$ cat config.mk
export PLATFORM = sky130hd
export DESIGN_NAME = sync_fifo_v3_flat
export DESIGN_NICKNAME = d
export VERILOG_FILES = /design/src/rtl/sync_fifo_v3_if.sv /design/src/rtl/sync_fifo_v3.sv /design/src/flat_wrapper.sv
export SDC_FILE = /design/constraint.sdc
export NUM_CORES = 1
export LEC_CHECK = 0
export CAP_MARGIN = 20
export CORE_MARGIN = 2
export CORE_UTILIZATION = 30
export CTS_CLUSTER_DIAMETER = 30
export DETAILED_ROUTE_END_ITERATION = 8
export PLACE_DENSITY_LB_ADDON = 0.2
export REMOVE_ABC_BUFFERS = 1
export SYNTH_ARGS = -nofsm -noshare
export SYNTH_HDL_FRONTEND = slang
export SYNTH_SLANG_ARGS = --single-unit
$ cat constraint.sdc
create_clock -name clk -period 9.97 [get_ports clk]
set_clock_uncertainty 0.05 [all_clocks]
set_input_delay 0.997 -clock clk [delete_from_list [all_inputs] [get_ports clk]]
set_output_delay 0.997 -clock clk [all_outputs]
set_load 0.02 [all_outputs]
$ cat src/rtl/sync_fifo_v3_if.sv
// Bus-side bundle for sync_fifo_v3: push/pop handshake, data and status.
// The master drives requests; the FIFO sits on the slave modport.
interface sync_fifo_v3_if #(
   parameter int unsigned WIDTH = 32,
   parameter int unsigned DEPTH = 16
);
   localparam int unsigned CW = $clog2(DEPTH) + 1;

   logic             flush;
   logic             enq;
   logic             deq;
   logic             err_clr;
   logic [WIDTH-1:0] data_in;
   logic [WIDTH-1:0] data_out;
   logic             empty;
   logic             full;
   logic [CW-1:0]    count;
   logic             almost_full;
   logic             almost_empty;
   logic             overflow;
   logic             underflow;

   modport master (
      output flush, enq, deq, err_clr, data_in,
      input  data_out, empty, full, count,
      input  almost_full, almost_empty,
      input  overflow, underflow
   );

   modport slave (
      input  flush, enq, deq, err_clr, data_in,
      output data_out, empty, full, count,
      output almost_full, almost_empty,
      output overflow, underflow
   );
endinterface

$ cat src/rtl/sync_fifo_v3.sv
// First-word-fall-through synchronous FIFO, all DEPTH entries usable.
// Define FIFO_ERR_EN to build the sticky overflow/underflow flags.
module sync_fifo_v3 #(
   parameter int unsigned WIDTH      = 32,
   parameter int unsigned DEPTH      = 16,
   parameter int unsigned AFULL_LVL  = 12,
   parameter int unsigned AEMPTY_LVL = 2
) (
   input  logic           clk,
   input  logic           rst,
   sync_fifo_v3_if.slave  bus
);
   localparam int unsigned AW = $clog2(DEPTH);
   localparam int unsigned CW = AW + 1;
   localparam logic [CW-1:0] AF_LVL = CW'(AFULL_LVL);
   localparam logic [CW-1:0] AE_LVL = CW'(AEMPTY_LVL);

   logic [WIDTH-1:0] mem_q [DEPTH];

   logic [CW-1:0] wr_ptr_q, wr_ptr_d;
   logic [CW-1:0] rd_ptr_q, rd_ptr_d;
   logic [CW-1:0] count_w;

   logic empty_w;
   logic full_w;
   logic push;
   logic pop;

   // Wrap bit distinguishes full from empty when low bits match.
   assign empty_w = (wr_ptr_q == rd_ptr_q);
   assign full_w  = (wr_ptr_q[AW-1:0] == rd_ptr_q[AW-1:0]) &&
                    (wr_ptr_q[AW] != rd_ptr_q[AW]);
   assign count_w = wr_ptr_q - rd_ptr_q;

   assign push = bus.enq && !full_w && !bus.flush;
   assign pop  = bus.deq && !empty_w && !bus.flush;

   always_comb begin
      wr_ptr_d = wr_ptr_q;
      rd_ptr_d = rd_ptr_q;
      if (bus.flush) begin
         rd_ptr_d = wr_ptr_q;
      end else begin
         if (push) wr_ptr_d = wr_ptr_q + 1'b1;
         if (pop)  rd_ptr_d = rd_ptr_q + 1'b1;
      end
   end

   always_ff @(posedge clk) begin
      if (rst) begin
         wr_ptr_q <= '0;
         rd_ptr_q <= '0;
      end else begin
         wr_ptr_q <= wr_ptr_d;
         rd_ptr_q <= rd_ptr_d;
      end
   end

   // Storage is never cleared; stale words are hidden by the pointers.
   always_ff @(posedge clk) begin
      if (!rst && push) begin
         mem_q[wr_ptr_q[AW-1:0]] <= bus.data_in;
      end
   end

   assign bus.data_out     = mem_q[rd_ptr_q[AW-1:0]];
   assign bus.empty        = empty_w;
   assign bus.full         = full_w;
   assign bus.count        = count_w;
   assign bus.almost_full  = (count_w >= AF_LVL);
   assign bus.almost_empty = (count_w <= AE_LVL);

`ifdef FIFO_ERR_EN
   logic ovf_q, ovf_d;
   logic unf_q, unf_d;

   // A fresh error in the clear cycle must not be lost.
   always_comb begin
      ovf_d = ovf_q;
      unf_d = unf_q;
      if (bus.err_clr) begin
         ovf_d = 1'b0;
         unf_d = 1'b0;
      end
      if (bus.enq && full_w)  ovf_d = 1'b1;
      if (bus.deq && empty_w) unf_d = 1'b1;
   end

   always_ff @(posedge clk) begin
      if (rst) begin
         ovf_q <= 1'b0;
         unf_q <= 1'b0;
      end else begin
         ovf_q <= ovf_d;
         unf_q <= unf_d;
      end
   end

   assign bus.overflow  = ovf_q;
   assign bus.underflow = unf_q;
`else
   logic unused_err_clr;

   assign unused_err_clr = bus.err_clr;
   assign bus.overflow   = 1'b0;
   assign bus.underflow  = 1'b0;
`endif
endmodule

$ cat src/flat_wrapper.sv
// flat-port wrapper written by rule: the top's interface ports become plain ports
module sync_fifo_v3_flat 
#(
   parameter int unsigned WIDTH      = 32,
   parameter int unsigned DEPTH      = 16,
   parameter int unsigned AFULL_LVL  = 12,
   parameter int unsigned AEMPTY_LVL = 2
)
  (clk, rst, bus_flush, bus_enq, bus_deq, bus_err_clr, bus_data_in, bus_data_out, bus_empty, bus_full, bus_count, bus_almost_full, bus_almost_empty, bus_overflow, bus_underflow);
  sync_fifo_v3_if #(.WIDTH(WIDTH), .DEPTH(DEPTH)) bus_i ();
  input  logic clk;
  input  logic rst;
  input wire logic [$bits(bus_i.flush)-1:0] bus_flush;
  input wire logic [$bits(bus_i.enq)-1:0] bus_enq;
  input wire logic [$bits(bus_i.deq)-1:0] bus_deq;
  input wire logic [$bits(bus_i.err_clr)-1:0] bus_err_clr;
  input wire logic [$bits(bus_i.data_in)-1:0] bus_data_in;
  output wire logic [$bits(bus_i.data_out)-1:0] bus_data_out;
  output wire logic [$bits(bus_i.empty)-1:0] bus_empty;
  output wire logic [$bits(bus_i.full)-1:0] bus_full;
  output wire logic [$bits(bus_i.count)-1:0] bus_count;
  output wire logic [$bits(bus_i.almost_full)-1:0] bus_almost_full;
  output wire logic [$bits(bus_i.almost_empty)-1:0] bus_almost_empty;
  output wire logic [$bits(bus_i.overflow)-1:0] bus_overflow;
  output wire logic [$bits(bus_i.underflow)-1:0] bus_underflow;
  assign bus_i.flush = bus_flush;
  assign bus_i.enq = bus_enq;
  assign bus_i.deq = bus_deq;
  assign bus_i.err_clr = bus_err_clr;
  assign bus_i.data_in = bus_data_in;
  assign bus_data_out = bus_i.data_out;
  assign bus_empty = bus_i.empty;
  assign bus_full = bus_i.full;
  assign bus_count = bus_i.count;
  assign bus_almost_full = bus_i.almost_full;
  assign bus_almost_empty = bus_i.almost_empty;
  assign bus_overflow = bus_i.overflow;
  assign bus_underflow = bus_i.underflow;
  sync_fifo_v3 #(.WIDTH(WIDTH), .DEPTH(DEPTH), .AFULL_LVL(AFULL_LVL), .AEMPTY_LVL(AEMPTY_LVL)) u_core (.clk(clk), .rst(rst), .bus(bus_i));
endmodule
==> results of run 1 <==
==> registers in the layout, indices dropped and copies added (netlist names), named ones only <==
register         cells
u_core.mem_q       512
u_core.rd_ptr_q      5
u_core.wr_ptr_q      5
==> cell usage in the layout, fill, tap and decap left out, drive strengths merged, types with 2 or more instances in the layout <==
| cell | instances |
|---|---|
| a21o | 3 |
| o21ai | 5 |
| ha | 9 |
| clkinv | 46 |
| dfxtp | 14 |
| nor3b | 2 |
| mux4 | 128 |
| clkinvlp | 15 |
| edfxtp | 512 |
| a22oi | 64 |
| xor2 | 2 |
| conb | 2 |
| nand2 | 36 |
| nand3 | 3 |
| a21oi | 4 |
| nand3b | 2 |
| nor3 | 4 |
| nor2b | 5 |
| bufinv | 13 |
| o211ai | 2 |
| xnor2 | 8 |
| inv | 19 |
| a2111oi | 2 |
| clkdlybuf4s50 | 77 |
| buf | 23 |
| a22o | 2 |
| nor2 | 26 |
| clkbuf | 125 |
| or3 | 4 |
==> layout make-up <==
type                       count  share of cell area (%)
sequential                   526                    60.9
multi-input combinational    319                    16.6
clock buffer                 125                    11.3
tap                          864                    4.20
timing repair buffer         100                    3.72
clock inverter                83                    3.21
inverter                      10                   0.146
==> metal layers <==
layer | share of wire [%] | global-route usage, % | vias up | wire length [um]
met5 | 0.054 | 0 | - | 26
met4 | 2.1 | 5.27 | 4 | 1030
met3 | 4.6 | 2.97 | 82 | 2230
met2 | 48 | 22.1 | 245 | 23000
met1 | 45 | 19.1 | 5189 | 21900
li1 | - | - | 4192 | -
==> power groups by stage <==
stage          Sequential [mW]  Clock [mW]  Combinational, mW
2_1_floorplan             2.52           0              0.195
3_3_place_gp              2.49           0              0.333
3_5_place_dp              2.49           0              0.336
4_1_cts                   2.45        3.64              0.338
5_1_grt                   2.45        3.75              0.355
6_report                  2.45        3.57              0.328
==> synth_stat cells (all sizes together) <==
cell     count
nor3         4
a22oi       64
a2111oi      2
mux2i        1
inv         10
nand4        1
fa           1
a21oi        4
buf         24
nor2        26
edfxtp     512
a221oi       1
nor2b        5
conb         1
nand3b       2
a21o         3
clkbuf      23
a211oi       1
a22o         2
nor3b        2
dfxtp       14
xnor2        8
o21ai        5
ha           9
and2         1
o211ai       2
or3          4
mux4       128
nand3        3
xor2         2
nand2       36
==> kinds of logic (layout without fill, tap and decap cells) <==
logic type / after synthesis / after routing / share of synthesized area [%]
DFF: 526 / 526 / 78.2
muxes: 129 / 129 / 14.4
AOI/OAI and AO/OA: 84 / 84 / 3.10
and+or+nand+nor: 84 / 84 / 1.83
adders and majority gates: 10 / 10 / 0.662
xor gates and xnor gates: 10 / 10 / 0.475
other: 1 / 2 / 0.0187
buffers and inverters: 57 / 318 / 1.27
==> worst max path at each step <==
stage	end	slack, ns	start	cells after the start
5_1_grt	bus_data_out[16]	4.52	flop	6
3_3_place_gp	bus_data_out[14]	5.25	flop	6
2_1_floorplan	bus_data_out[0]	2.62	flop	3
3_5_place_dp	bus_data_out[14]	5.25	flop	6
6_report	bus_data_out[16]	4.67	flop	6
4_1_cts	bus_data_out[14]	4.57	flop	6
==> stage by stage <==
stage | worst slack, ns | util (%)
finish | 4.67 | 39.0
global route | 4.52 | 39.0
CTS | 4.57 | 39.0
detailed placement | 5.25 | 33.4
global placement | 5.25 | 33.4
floorplan | 2.62 | -
==> worst max-delay path, stage by stage (launching register included) <==
cell and delay (ns):
dfxtp_4 0.44, buf_4 0.75, buf_4 0.90, mux4_2 0.42
a22oi_1 0.24, nand2_1 0.16, clkdlybuf4s50_1 0.57
==> results.cfg, run 1 <==
[synth]
syn_inst = 901
netlist.area_leader.share_pct = 76.8
synth_area_um2 = 20000
syn_area_per_cell_um2 = 22.2
synth_top_area_cell = edfxtp_1
yosysUniqueCellTypes = 36
ys_ff_latch = 526
synth_area_leaders = edfxtp_1 77%, mux4_2 14%, a22oi_1 2.4%, dfxtp_1 1.4%, nand2_1 0.67%
yosysSeqAreaShare_pct = 78.2
yosysWarnings = 0

[final_layout]
syn_to_final_growth_pct = 28.4
antenna_cells = 0
nets = 1115
final_cells = 2027
seqCellArea_um2 = 15700
final_area_um2 = 25700
fillers = 5917
multi_input_area_um2 = 4260
drive_gt1_share_pct = 30.3

[setup_path]
arrival_ns = 4.25
rr_worst_depth = 7
start_kind = flop
cp_max_fo = 60
criticalPathCategory = flop to primary output
r2r-end = u_core.mem_q[6][24]
required_ns = 8.92
endpoint_kind = primary output
r2r_slack_ns = 6.56
r2r-start = u_core.wr_ptr_q[0]

[clock_tree]
hold_buffers = 0
root_buffer = clkbuf_16
cts_tree = built
cts_htree_levels = 3
clock_sinks = 526
cts.path.max_buffers = 3
cts_repair_resize_count = 0
clock_latency_ns = 0.63
cts_made_buffers = 110
clk_pin_slew_ns = 0.05
post-cts-setup-buffers = 0

[placed_design]
placedInstanceArea_um2 = 22000
routabilityCongestion = 0.712
port_buffers = 77
hpwl_um = 22200
place_inst = 1819

[grt]
grt_usage_pct = 14.0
grt_pass1_wl_um = 70500
grt_pass1_vias = 10600
grt_max_degree = 100
antenna_found_initial = 2
overflow = 0

[routing]
drt_first_iter_violations = 630
route.detailed.drc = 0
routed_wl_um = 48100
post_drt_wl_per_cell_um = 23.8
ant_nets = 0
drt_first_pass_iters = 5
vias = 9712
viasPerCell = 4.79

[sta]
hold_slack_ns = 0.514
setup_violations = 0
min_period_over_period_pct = 53.1
period_minus_slack_ns = 5.30
timing.fmax_mhz = 189
relSlewSlack_pct = 27.1
hold_viol = 0
tns_ns = 0
worst_pin_slew_ns = 1.09
slew_violations = 0
rsz0062_at_grt = no

[min_path]
hp-start = u_core.rd_ptr_q[2]
hold_path_class = flop to flop
hold_depth = 2

[outcome]
status = finished, final reports clean

[power_and_ir_drop]
power.total_mw = 6.35
vdd_drop_max_uv = 150
p_leak_nw = 8.13
cellPowerDensity_nw_per_um2 = 247
internal-power_mw = 5.01
switching_share_pct = 21.2
p_seq_share_pct = 38.6
p_clk_share_pct = 56.2
power.switching_mw = 1.35
pwr-share-comb_pct = 5.2

[floorplanning]
rows = 94
die_area_um2 = 68800
pin_count = 81
die_y_um = 262
core_area_um2 = 65900
die_w_um = 262
start_util_pct = 30.4

[job]
maxCapViolations = 0
No activity file was read; power rests on OpenSTA's default activity.
==> run 2, diff against run 1 <==
==> constraint.sdc (replaced) <==
create_clock -name clk -period 5.5 [get_ports clk]
set_clock_uncertainty 0.05 [all_clocks]
set_input_delay 0.55 -clock clk [delete_from_list [all_inputs] [get_ports clk]]
set_output_delay 0.55 -clock clk [all_outputs]
set_load 0.02 [all_outputs]
==> run 2 against run 1 <==
  * Cell area shrank 0.41%
  * Critical path type unchanged
  * Worst setup slack lost 3.3 ns
  * First-iteration DRC count grew 18%
  * Global-route usage is essentially flat
  * Non-clock buffer count grew 12
  * Clock power grew 72%
  * Core utilization shrank 0.16 points
  * Sequential cell count is the same
  * Sequential share of layout area grew 0.25 points
  * Largest cell class unchanged
  * Via count is essentially flat
==> results.cfg, run 2 (same netlist as run 1, synthesis figures left out) <==
[job]
maxCapViolations = 0

[floorplanning]
start_util_pct = 30.4
core_area_um2 = 65900
die_w_um = 262
pin_count = 81
rows = 94
die_area_um2 = 68800
die_y_um = 262

[grt]
grt_max_degree = 60
grt_usage_pct = 14.0
grt_pass1_wl_um = 70500
grt_pass1_vias = 10600
overflow = 0
antenna_found_initial = 3

[final_layout]
final_area_um2 = 25600
largest_reg_flops = 512
final_common_cell = edfxtp_1
post-route-util_pct = 38.9
fillers = 5940
multi_input_area_um2 = 4260
drive_gt1_share_pct = 29.3
syn_to_final_growth_pct = 27.9
seqCellArea_um2 = 15700
nets = 1123
most-common-layout-cells = 512 x edfxtp_1, 128 x mux4_2, 108 x clkbuf_16
antenna_cells = 0

[outcome]
status = finished, final reports clean

[clock_tree]
cts_htree_levels = 3
cts_tree = built
cts_repair_resize_count = 0
clk_pin_slew_ns = 0.04
hold_buffers = 0
clock_sinks = 526
clock_latency_ns = 0.63
cts_made_buffers = 106
cts.path.max_buffers = 3
root_buffer = clkbuf_16
post-cts-setup-buffers = 0

[power_and_ir_drop]
power.switching_mw = 2.32
p_clk_share_pct = 54.8
switching_share_pct = 20.8
p_seq_share_pct = 39.9
cellPowerDensity_nw_per_um2 = 437
pwr-share-comb_pct = 5.2
internal-power_mw = 8.86
p_leak_nw = 8.10
vdd_drop_max_uv = 264

[routing]
route.detailed.drc = 0
vias = 9715
post_drt_wl_per_cell_um = 23.5
routed_wl_um = 47600
routed-wl-met3_um = 2580
ant_nets = 0
drt_first_iter_violations = 745
wirelength_met1_um = 21600
wl_met2_um = 22400
top_layer_used = met5
viasPerCell = 4.80
drt_first_pass_iters = 5

[sta]
period_minus_slack_ns = 4.13
setup_ws_ns = 1.37
setup_violations = 0
slew_violations = 0
relSlewSlack_pct = 29.2
min_period_over_period_pct = 75.1
worst_pin_slew_ns = 1.06
hold_viol = 0
rsz0062_at_grt = no
timing.fmax_mhz = 242

[placed_design]
hpwl_um = 26300
placedInstanceArea_um2 = 22100
routabilityCongestion = 0.712
port_buffers = 77
dp_slack_ns = 1.86

[setup_path]
start_kind = flop
rr_worst_depth = 7
arrival_ns = 3.53
cp_max_fo = 39
criticalPathCategory = flop to primary output
required_ns = 4.90
endpoint_kind = primary output

[min_path]
hold_path_class = flop to flop
hold_depth = 2
[run 2: power by group through the flow]
stage | clock (mW) | combinational, mW | sequential, mW
2_1_floorplan | 0 | 0.354 | 4.56
3_3_place_gp | 0 | 0.595 | 4.54
3_5_place_dp | 0 | 0.598 | 4.54
4_1_cts | 6.24 | 0.601 | 4.47
5_1_grt | 6.45 | 0.634 | 4.47
6_report | 6.13 | 0.586 | 4.47
[run 2: final timing paths]
kind                                         start                  end  slack [ns]
worst min register to register  u_core.rd_ptr_q[2]   u_core.rd_ptr_q[2]        0.51
worst min-delay path            u_core.rd_ptr_q[2]   u_core.rd_ptr_q[2]        0.51
worst max-delay path                          flop     bus_data_out[30]        1.37
worst max register to register  u_core.wr_ptr_q[0]  u_core.mem_q[6][18]        2.13
[run 2: area by class of cell]
class	instances	share of cell area, %
flip-flops and latches	526	61.2
multi-input cells	319	16.6
clock buffers	123	10.8
repair buffers	112	4.28
well taps	864	4.22
clock inverters	70	2.78
inverters	10	0.147
[run 2: critical path: stages (launching register included)]
cell and delay [ns]:
dfxtp_4 0.87, buf_4 0.51, mux4_2 0.56, a22oi_1 0.26
nand2_1 0.12, clkdlybuf4s50_1 0.56
[run 2: metal layers]
layer / GRT usage (%) / vias to the layer above
met3: 3.18 / 75
met1: 19.3 / 5171
met5: 0 / -
met2: 21.7 / 274
met4: 5.14 / 6
li1: - / 4189
[run 2: through the flow]
| step | hold slack [ns] | TNS [ns] | power, mW | cells |
|---|---|---|---|---|
| floorplan | 0.435 | -44.90 | 4.92 | 855 |
| global placement | 0.506 | 0 | 5.13 | 1828 |
| detailed placement | 0.501 | 0 | 5.14 | 1828 |
| CTS | 0.516 | 0 | 11.3 | 2021 |
| global route | 0.540 | 0 | 11.5 | 2024 |
| finish | 0.510 | 0 | 11.2 | 2024 |
==> run 3, diff against run 2 <==
==> constraint.sdc (replaced) <==
create_clock -name clk -period 3.8 [get_ports clk]
set_clock_uncertainty 0.05 [all_clocks]
set_input_delay 0.38 -clock clk [delete_from_list [all_inputs] [get_ports clk]]
set_output_delay 0.38 -clock clk [all_outputs]
set_load 0.02 [all_outputs]
==> run 3 against run 2 <==
  * Clock power rose by 54%
  * Total power rose by 50%
  * Combinational power rose by 52%
  * Worst hold slack got worse by 0.043 ns
==> results.cfg, run 3 (same netlist as run 1, synthesis figures left out) <==
[setup_path]
r2r_slack_ns = 0.90
r2r-start = u_core.rd_ptr_q[1]
rr_worst_depth = 7
arrival_ns = 3.01
start_kind = flop
criticalPathCategory = flop to primary output
cp_max_fo = 23
required_ns = 3.37
endpoint_kind = primary output
r2r-end = u_core.mem_q[6][13]
cp-endpoint = bus_data_out[20]

[clock_tree]
cts_repair_resize_count = 0
cts_made_buffers = 106
clk_pin_slew_ns = 0.04
clock_sinks = 526
cts_tree = built
hold_buffers = 0
clock_latency_ns = 0.64
cts.path.max_buffers = 3
root_buffer = clkbuf_16
post-cts-setup-buffers = 0
cts_htree_levels = 3

[routing]
routed_wl_um = 48200
viasPerCell = 4.73
ant_nets = 0
drt_first_iter_violations = 672
post_drt_wl_per_cell_um = 23.8
drt_first_pass_iters = 5
route.detailed.drc = 0
vias = 9580

[placed_design]
dp_slack_ns = 0.751
routabilityCongestion = 0.686
place_inst = 1828
port_buffers = 77
hpwl_um = 24300
placedInstanceArea_um2 = 22300

[final_layout]
most-common-layout-cells = 512 x edfxtp_1, 128 x mux4_2, 107 x clkbuf_16
final_cells = 2027
drive_gt1_share_pct = 31.1
final_common_cell = edfxtp_1
post-route-util_pct = 39.6
final_area_um2 = 26100
largest_reg_flops = 512
syn_to_final_growth_pct = 30.2
nets = 1120

[job]
maxCapViolations = 0

[sta]
min_period_over_period_pct = 90.5
setup_violations = 0
slew_violations = 0
setup_ws_ns = 0.362
hold_slack_ns = 0.467
relSlewSlack_pct = 37.7
hold_viol = 0
timing.fmax_mhz = 291
period_minus_slack_ns = 3.44
rsz0062_at_grt = no
tns_ns = 0
worst_pin_slew_ns = 0.931

[min_path]
hold_depth = 2
hold_path_class = input pin to flop

[power_and_ir_drop]
pwr-share-comb_pct = 5.3
vdd_drop_max_uv = 364
power.total_mw = 16.7
power.switching_mw = 3.54
internal-power_mw = 13.2
switching_share_pct = 21.1
p_seq_share_pct = 38.4
p_clk_share_pct = 56.3
p_leak_nw = 8.22
cellPowerDensity_nw_per_um2 = 642

[outcome]
status = finished, final reports clean

[grt]
antenna_found_initial = 5
overflow = 0
grt_max_degree = 50
grt_pass1_wl_um = 71400
grt_pass1_vias = 10700
grt_usage_pct = 14.2

[floorplanning]
core_area_um2 = 65900
die_w_um = 262
start_util_pct = 30.4
die_area_um2 = 68800
pin_count = 81
die_y_um = 262
rows = 94
[run 3: changes by cell type in the layout (fill, tap and decap cells not counted), moves of 4 or more]
| cell | previous run | this run |
|---|---|---|
| bufinv_16 | 13 | 18 |
| clkbuf_1 | 15 | 8 |
| clkinvlp_4 | 7 | 22 |
| clkinv_1 | 25 | 13 |
| buf_12 | 5 | 23 |
| inv_6 | 2 | 6 |
| clkinv_4 | 1 | 5 |
| clkinv_2 | 20 | 16 |
| buf_4 | 30 | 9 |
[run 3: layer usage]
metal | track usage, % | wire (um) | part of all wire, % | up-vias
met5 | 0 | 51 | 0.11 | -
met4 | 4.56 | 728 | 1.5 | 8
li1 | - | - | - | 4192
met2 | 23.4 | 23600 | 49 | 238
met3 | 3.29 | 2660 | 5.5 | 63
met1 | 18.5 | 21200 | 44 | 5079
[run 3: worst min-delay path by stage]
| stage | end | slack, ns | from |
|---|---|---|---|
| 6_report | u_core.wr_ptr_q[0] | 0.47 | rst |
| 3_3_place_gp | u_core.rd_ptr_q[2] | 0.49 | u_core.rd_ptr_q[2] |
| 2_1_floorplan | u_core.wr_ptr_q[3] | 0.40 | rst |
| 4_1_cts | u_core.wr_ptr_q[0] | 0.43 | rst |
| 5_1_grt | u_core.wr_ptr_q[2] | 0.49 | rst |
| 3_5_place_dp | u_core.rd_ptr_q[2] | 0.50 | u_core.rd_ptr_q[2] |
[run 3: critical path, cell delays in order, from the launching register on]
cell and delay, ns:
dfxtp_4 0.40, buf_4 0.43, mux4_2 0.57, a22oi_1 0.25, nand2_1 0.14, clkdlybuf4s50_1 0.56
[run 3: layout make-up]
cell class | instances | area (um^2)
tap | 864 | 1080
antenna | 1 | 2.50
multi-input combinational | 319 | 4260
sequential | 526 | 15700
clock inverter | 83 | 1010
clock buffer | 115 | 2710
fill | 5871 | 39800
timing repair buffer | 109 | 1300
inverter | 10 | 37.5
[run 3: power by group through the flow]
stage / Sequential (mW) / Combinational, mW / Clock, mW
2_1_floorplan: 6.60 / 0.513 / 0
4_1_cts: 6.43 / 0.918 / 9.61
6_report: 6.43 / 0.893 / 9.42
5_1_grt: 6.42 / 0.968 / 9.93
3_3_place_gp: 6.53 / 0.911 / 0
3_5_place_dp: 6.53 / 0.914 / 0
